==> config.mk <==
export PLATFORM = sky130hd
export DESIGN_NAME = awgn_run_ctrl
export DESIGN_NICKNAME = d
export VERILOG_FILES = /design/src/rtl/awgn_run_ctrl.sv
export SDC_FILE = /design/constraint.sdc
export NUM_CORES = 1
export LEC_CHECK = 0
export BUFFER_PORTS_ARGS = -buffer_cell sky130_fd_sc_hd__clkbuf_2
export CORE_ASPECT_RATIO = 2
export CORE_MARGIN = 3
export CORE_UTILIZATION = 50
export CTS_CLUSTER_DIAMETER = 80
export CTS_CLUSTER_SIZE = 8
export DETAILED_ROUTE_END_ITERATION = 6
export PLACE_DENSITY = 0.74
export SKIP_CTS_REPAIR_TIMING = 1
export SLEW_MARGIN = 5
export SYNTH_ARGS = -nofsm -noshare
export SYNTH_HDL_FRONTEND = slang
export SYNTH_SLANG_ARGS = --single-unit
==> constraint.sdc <==
create_clock -name clk -period 9.11 [get_ports clk]
set_input_delay 1.3665 -clock clk [delete_from_list [all_inputs] [get_ports clk]]
set_output_delay 1.3665 -clock clk [all_outputs]
set_load 0.05 [all_outputs]
==> src/rtl/awgn_run_ctrl.sv <==
// awgn_run_ctrl: run sequencer for the awgn noise generator.
// Holds the generator in reset while seeds settle, waits out its pipeline
// latency, then captures num_samples outputs (tagged with a 1-based index)
// into a FIFO drained over a valid/ready stream. The generator cannot stall,
// so a capture into a full FIFO without a same-cycle pop is dropped and counted.
module awgn_run_ctrl #(
    parameter int W          = 16,
    parameter int DEPTH      = 16,
    parameter int LATENCY    = 8,
    parameter int RST_CYCLES = 2,
    parameter int CNT_W      = 16
) (
    input  logic             clk,
    input  logic             rst,
    input  logic             start,
    input  logic             abort,
    input  logic [CNT_W-1:0] num_samples,
    input  logic [191:0]     seed_in,
    output logic             gen_rst,
    output logic [191:0]     gen_seed,
    input  logic [W-1:0]     gen_awgn,
    output logic [W-1:0]     out_data,
    output logic [CNT_W-1:0] out_idx,
    output logic             out_valid,
    input  logic             out_ready,
    output logic             busy,
    output logic             done,
    output logic [CNT_W-1:0] ovf_cnt
);

    localparam int AW   = $clog2(DEPTH);
    localparam int TMAX = (LATENCY > RST_CYCLES) ? LATENCY : RST_CYCLES;
    localparam int TW   = $clog2(TMAX + 1);
    localparam logic [TW-1:0] SEED_LAST = TW'(RST_CYCLES - 1);
    localparam logic [TW-1:0] WARM_LAST = TW'(LATENCY - 1);

    typedef enum logic [2:0] {S_IDLE, S_SEED, S_WARM, S_RUN, S_DRAIN} state_t;

    typedef struct packed {
        logic [CNT_W-1:0] idx;
        logic [W-1:0]     data;
    } entry_t;

    state_t           state_q, state_d;
    logic [TW-1:0]    tmr_q;
    logic [CNT_W-1:0] num_q;
    logic [191:0]     seed_q;
    logic [CNT_W-1:0] k_q;
    logic [CNT_W-1:0] ovf_q;
    logic             done_q;

    entry_t           mem [DEPTH];
    logic [AW-1:0]    wr_ptr, rd_ptr;
    logic [AW:0]      cnt_q;
    entry_t           head;

    logic accept, flush, run, push, pop, full, drop, fifo_empty;

    assign fifo_empty = (cnt_q == '0);
    assign full       = (cnt_q == (AW+1)'(DEPTH));
    assign out_valid  = !fifo_empty;
    assign pop        = out_valid && out_ready;
    assign push       = run && (!full || pop);
    assign drop       = run && full && !pop;
    assign busy       = (state_q != S_IDLE);
    // Both an accepted start and an abort of a live run empty the FIFO.
    assign flush      = accept || (abort && busy);

    assign head     = mem[rd_ptr];
    assign out_data = out_valid ? head.data : '0;
    assign out_idx  = out_valid ? head.idx  : '0;
    assign gen_seed = seed_q;
    assign ovf_cnt  = ovf_q;
    assign done     = done_q;

    // State register.
    always_ff @(posedge clk or posedge rst) begin
        if (rst) state_q <= S_IDLE;
        else     state_q <= state_d;
    end

    // Next state, generator reset and capture enable; abort overrides every transition.
    always_comb begin
        state_d = state_q;
        gen_rst = 1'b1;
        accept  = 1'b0;
        run     = 1'b0;
        unique case (state_q)
            S_IDLE:  if (start && !abort) begin
                         state_d = S_SEED;
                         accept  = 1'b1;
                     end
            S_SEED:  if (tmr_q == SEED_LAST) state_d = S_WARM;
            S_WARM:  begin
                         gen_rst = 1'b0;
                         if (tmr_q == WARM_LAST)
                             state_d = (num_q == '0) ? S_DRAIN : S_RUN;
                     end
            S_RUN:   begin
                         gen_rst = 1'b0;
                         run     = !abort;
                         if (k_q == num_q) state_d = S_DRAIN;
                     end
            S_DRAIN: if (fifo_empty) state_d = S_IDLE;
            default: state_d = S_IDLE;
        endcase
        if (abort && busy) state_d = S_IDLE;
    end

    // Phase timer for SEED/WARM; restarts on every state change.
    always_ff @(posedge clk or posedge rst) begin
        if (rst)                                           tmr_q <= '0;
        else if (state_d != state_q)                       tmr_q <= '0;
        else if (state_q == S_SEED || state_q == S_WARM)   tmr_q <= tmr_q + 1'b1;
    end

    // Run parameters latched on an accepted start; overflow count cleared there too.
    always_ff @(posedge clk or posedge rst) begin
        if (rst) begin
            num_q  <= '0;
            seed_q <= '0;
            ovf_q  <= '0;
        end else if (accept) begin
            num_q  <= num_samples;
            seed_q <= seed_in;
            ovf_q  <= '0;
        end else if (drop && ovf_q != '1) begin
            ovf_q  <= ovf_q + 1'b1;
        end
    end

    // Capture index: 1 on entering RUN, stops at num_q so it never wraps.
    always_ff @(posedge clk or posedge rst) begin
        if (rst)                                       k_q <= '0;
        else if (state_q == S_WARM && state_d == S_RUN) k_q <= CNT_W'(1);
        else if (run && k_q != num_q)                  k_q <= k_q + 1'b1;
    end

    // Registered done so it lands on the first IDLE cycle after DRAIN.
    always_ff @(posedge clk or posedge rst) begin
        if (rst) done_q <= 1'b0;
        else     done_q <= (state_q == S_DRAIN) && fifo_empty && !abort;
    end

    // FIFO storage; with full+pop the write lands on the slot being popped.
    always_ff @(posedge clk) begin
        if (push) mem[wr_ptr] <= '{idx: k_q, data: gen_awgn};
    end

    // FIFO pointers and occupancy.
    always_ff @(posedge clk or posedge rst) begin
        if (rst) begin
            wr_ptr <= '0;
            rd_ptr <= '0;
            cnt_q  <= '0;
        end else if (flush) begin
            wr_ptr <= '0;
            rd_ptr <= '0;
            cnt_q  <= '0;
        end else begin
            if (push) wr_ptr <= wr_ptr + 1'b1;
            if (pop)  rd_ptr <= rd_ptr + 1'b1;
            cnt_q <= cnt_q + {{AW{1'b0}}, push} - {{AW{1'b0}}, pop};
        end
    end

endmodule
[After elaboration in Yosys (flattened, before gate mapping)]
Memory sizes are Yosys's and may differ from the RTL's.
Cells that the tools add are included.
W data, S select, Z words.
Word-level totals
  bits in writable memories: 512
  bits of input ports: 229
  register bits after elaboration: 261
  word-level logic and storage cells: 85
  output and inout port bits: 244
  memories: 1
Memory list
  mem: depth 16, width 32, rd ports 1, clocked after memory_dff 0, write ports 1, RTL line 52  | entry_t mem [DEPTH];
Cells by class
  reduce and logical (&&, ||, !) cells: 28
  add/sub/neg operators: 7
  multiplexer cells: 27
  equality and inequality tests: 12
Operators with widths (count)
  $mux W16: 6
  $add A16 B1 Y16 const B: 2
  $mux W4: 6
  $mux W3: 7
  $eq A16 B16 Y1: 1
  $logic_not A16 Y1: 1
  $ne A16 B16 Y1: 1
  $ne A16 B16 Y1 const B: 1
  $pmux W3 S5: 1
  $add A4 B1 Y4 const B: 3
  $logic_and A1 B1 Y1: 11
  $reduce_bool A2 Y1: 5
  $eq A3 B2 Y1 const B: 3
  $mux W1: 6
  $add A5 B1 Y5: 1
  $eq A5 B5 Y1 const B: 1
  $logic_not A5 Y1: 1
  $mux W5: 1
  $sub A5 B1 Y5: 1
  $eq A4 B1 Y1 const B: 1
  $eq A4 B3 Y1 const B: 1
  $logic_not A1 Y1: 4
  $eq A3 B1 Y1 const B: 1
  $eq A3 B3 Y1 const B: 1
  5 further kinds: 7

[Logic depth before layout (Yosys ltp)]
  depth in word-level cells: 8
  depth in mapped cells: 14
  gate-level depth less buffers: 14

[Worst setup path before layout]
No wires, ideal clock.
  path type: input to register
  start point: input port abort
  end point: memory mem[0][0] (netlist name), enable pin
  slack: 3.340 ns
  stages on the path: 5
  data required time: 8.609 ns
  data arrival time: 5.269 ns
  cell sequence: buf_2 nand4bb_4 a21oi_2 inv_1 nor4_1
Between the ends
  longest elaborated chain between the ends: 5
RTL lines
  start, declared: RTL line 16  | input logic abort,
  $logic_not A1 Y1: RTL line 101  | run = !abort;
  $mux W1: RTL line 88  | unique case (state_q)
  $logic_and A1 B1 Y1: RTL line 63  | assign push = run && (!full || pop);
  $mux W1: RTL line 147  | if (push) mem[wr_ptr] <= '{idx: k_q, data: gen_awgn};
  $mux W1 (implied by the code): RTL line 147
  end, declared: RTL line 52
Every way passes these cells.

[Worst setup path in the final report]
  start point: register rd_ptr[1]
  end point: output port out_idx[8]
Between the ends
  longest elaborated chain between the ends: 2
RTL lines
  start, declared: RTL line 53  | logic [AW-1:0] wr_ptr, rd_ptr;
  start signal, assigned: RTL line 162  | if (pop) rd_ptr <= rd_ptr + 1'b1;
  $mem_v2 Z16 W32
  $mux W16: RTL line 71  | assign out_idx = out_valid ? head.idx : '0;
  end, declared: RTL line 23  | output logic [CNT_W-1:0] out_idx,
Every way passes these cells.

==> metrics <==
post-synthesis cell type count 56; power per cell area 311 nW/um2; final setup margin 3.61 ns; clock buffer depth 3; reg-to-reg startpoint state_q[0]; final hold viol count 0; Initial DRC Count 2,076; commonest non-fill, non-tap cell in the layout nand2_1; root buffer cell clkbuf_16; Post-Syn Nets 2,249; GPL Wtd Cong 0.904; Clock transition at path regs 0.05 ns; synthesized area 30,700 um2; Final Setup Violations 0; die width 181 um; Max FO, Critical Path 69; worst vdd ir 240 uV; Slew HR 0.233; area of the multi-input gates 8170 um2; Overflow after GRT 0; Static Leak 15.1 nW; Hold Worst Slack 0.472 ns; Total GRT Usage 0.281; Placeable Area 60,400 um2; Num CTS Buffers 106; setup_tns 0 ns; Max Freq 182 MHz; # clock sinks 773; Power Total 11.4 mW; drt pass-1 iters 6; CP peak stage delay 1.06 ns; worst path cell trace buf_4, mux4_2, mux4_2, and2_1, clkbuf_2; nets 2,750; clk_skew 0.0245 ns; worst hold stages 2; kind of critical path reg -> out; vias in the first global route 20.4k; flop2flop setup slack 5.28 ns; layout cell share with drive strength beyond 1 0.315; IO buf count 472; DRC viols 0; post-route minimum period 5.50 ns; status complete, no violations; Die H 356 um; Worst Hold Path EP gen_seed[148]; most frequent CP cell mux4_2; CTS tree yes; Mapped Cells 2,004; total number of vias 19.3k; post-DP HPWL 58,500 um; register area share after synthesis 0.713; RSZ-0062 raised after global routing no; commonest non-fill, non-tap cells in the layout nand2_1, edfxtp_1, clkbuf_2; die area 64,600 um2; Worst R2R Path Depth 6; first-pass GRT wire length 133,000 um; Synth Register Bits 773; row count 127; CP Data Required Time 7.74 ns; CP Launch Type flip-flop; CP startpoint rd_ptr[1]; area delta synth->final 19.3%; CTS H-tree depth 3; FF+latch area 21,900 um2; Setup crit end kind output pin; syn_area_per_cell 15.3 um2; antenna violations before repair 12; measured slew at the worst slew-check pin 1.15 ns; r2r endpoint gen_seed[134]; # IOs 473; fillers 4,558; Vias/cell 5.80; pre-CTS setup slack 4.41 ns; Post-synth EDFFs 512; fin area 36,600 um2; wire per inst 27.4 um; Post-synth ARST share 0.338; number of max-cap violations 0; placed instance area 33,700 um2; Clock Latency Late Sink 0.65 ns; Initial Util 0.509; Antenna Nets Post-Route 0; largest net degree at the start of global routing 223; Synth Flop Type edfxtp_1; drt total wl 91,100 um; Slew Viols, Final 0; Final Cycle Share 0.604; Hold Path Class reg -> reg; Crit path arrival time 4.13 ns; hold path start gen_seed[148]; yosys warns 0; Crit-path slowest cell dfrtp_4
==> power by group <==
group / switching, mW / internal (mW) / total (mW)
Clock: 1.42 / 2.10 / 3.52
Sequential: 0.319 / 4.09 / 4.41
Combinational: 2.42 / 1.06 / 3.48
Total: 4.16 / 7.25 / 11.4
==> area by class of cell <==
type	count	share of cell area
antenna	12	0.000820
clock buffer	133	0.0757
clock inverter	7	0.00324
inverter	19	0.00215
multi-input combinational	1107	0.223
sequential	773	0.598
tap	774	0.0264
timing repair buffer	498	0.0705
==> through the flow <==
step            util  std cells
2_1_floorplan      -       2004
3_3_place_gp   0.558       3171
3_5_place_dp   0.558       3171
4_1_cts        0.606       3311
5_1_grt        0.606       3313
6_report       0.607       3323
==> state kept, by name (all words and copies together) (netlist names) <==
name and count:
cnt_q 5, k_q 16, tmr_q 4, done 1
ovf_cnt 16, num_q 16, mem 512, wr_ptr 4
gen_seed 192, rd_ptr 4, state_q 3
==> worst max-delay path by stage <==
stage | end | slack, ns
finish | out_idx[8] | 3.61
floorplan | cnt_q[0] | 0.56
global placement | out_idx[8] | 4.44
detailed placement | out_idx[8] | 4.41
global route | out_idx[8] | 3.58
CTS | out_idx[8] | 3.68
==> cells by family after synthesis <==
family	after synthesis	share of synthesized area
and+or+nand+nor	825	0.113
DFF	773	0.713
muxes	163	0.118
buffers and inverters	124	0.0233
AOI/OAI and AO/OA	58	0.0123
xor gates and xnor gates	45	0.0128
adders and majority gates	16	0.00676
==> critical path: cells and delay by family (launching register included) <==
family / cells / cell delay [ns]
buffers and inverters: 2 / 1.17
DFF: 1 / 1.06
and+or+nand+nor: 1 / 0.21
muxes: 2 / 0.89
==> cells in the mapped netlist, types with 19 or more instances <==
| master | count | area [um2] |
|---|---|---|
| xnor2_1 | 37 | 324 |
| dfrtp_1 | 261 | 6530 |
| clkbuf_1 | 35 | 131 |
| mux4_2 | 160 | 3600 |
| nand2_1 | 649 | 2440 |
| nor2_1 | 44 | 165 |
| and2_1 | 39 | 244 |
| a21oi_1 | 19 | 95.1 |
| buf_6 | 23 | 259 |
| buf_2 | 29 | 145 |
| inv_1 | 19 | 71.3 |
| edfxtp_1 | 512 | 15400 |
==> routing by layer <==
layer | part of all wire | track usage | vias up
met5 | 0.00064 | 0 | -
met4 | 0.031 | 0.0985 | 10
met3 | 0.14 | 0.117 | 168
met2 | 0.49 | 0.459 | 1131
met1 | 0.34 | 0.340 | 9767
li1 | - | - | 8205
Note: power is estimated with default switching activity, not from simulation.
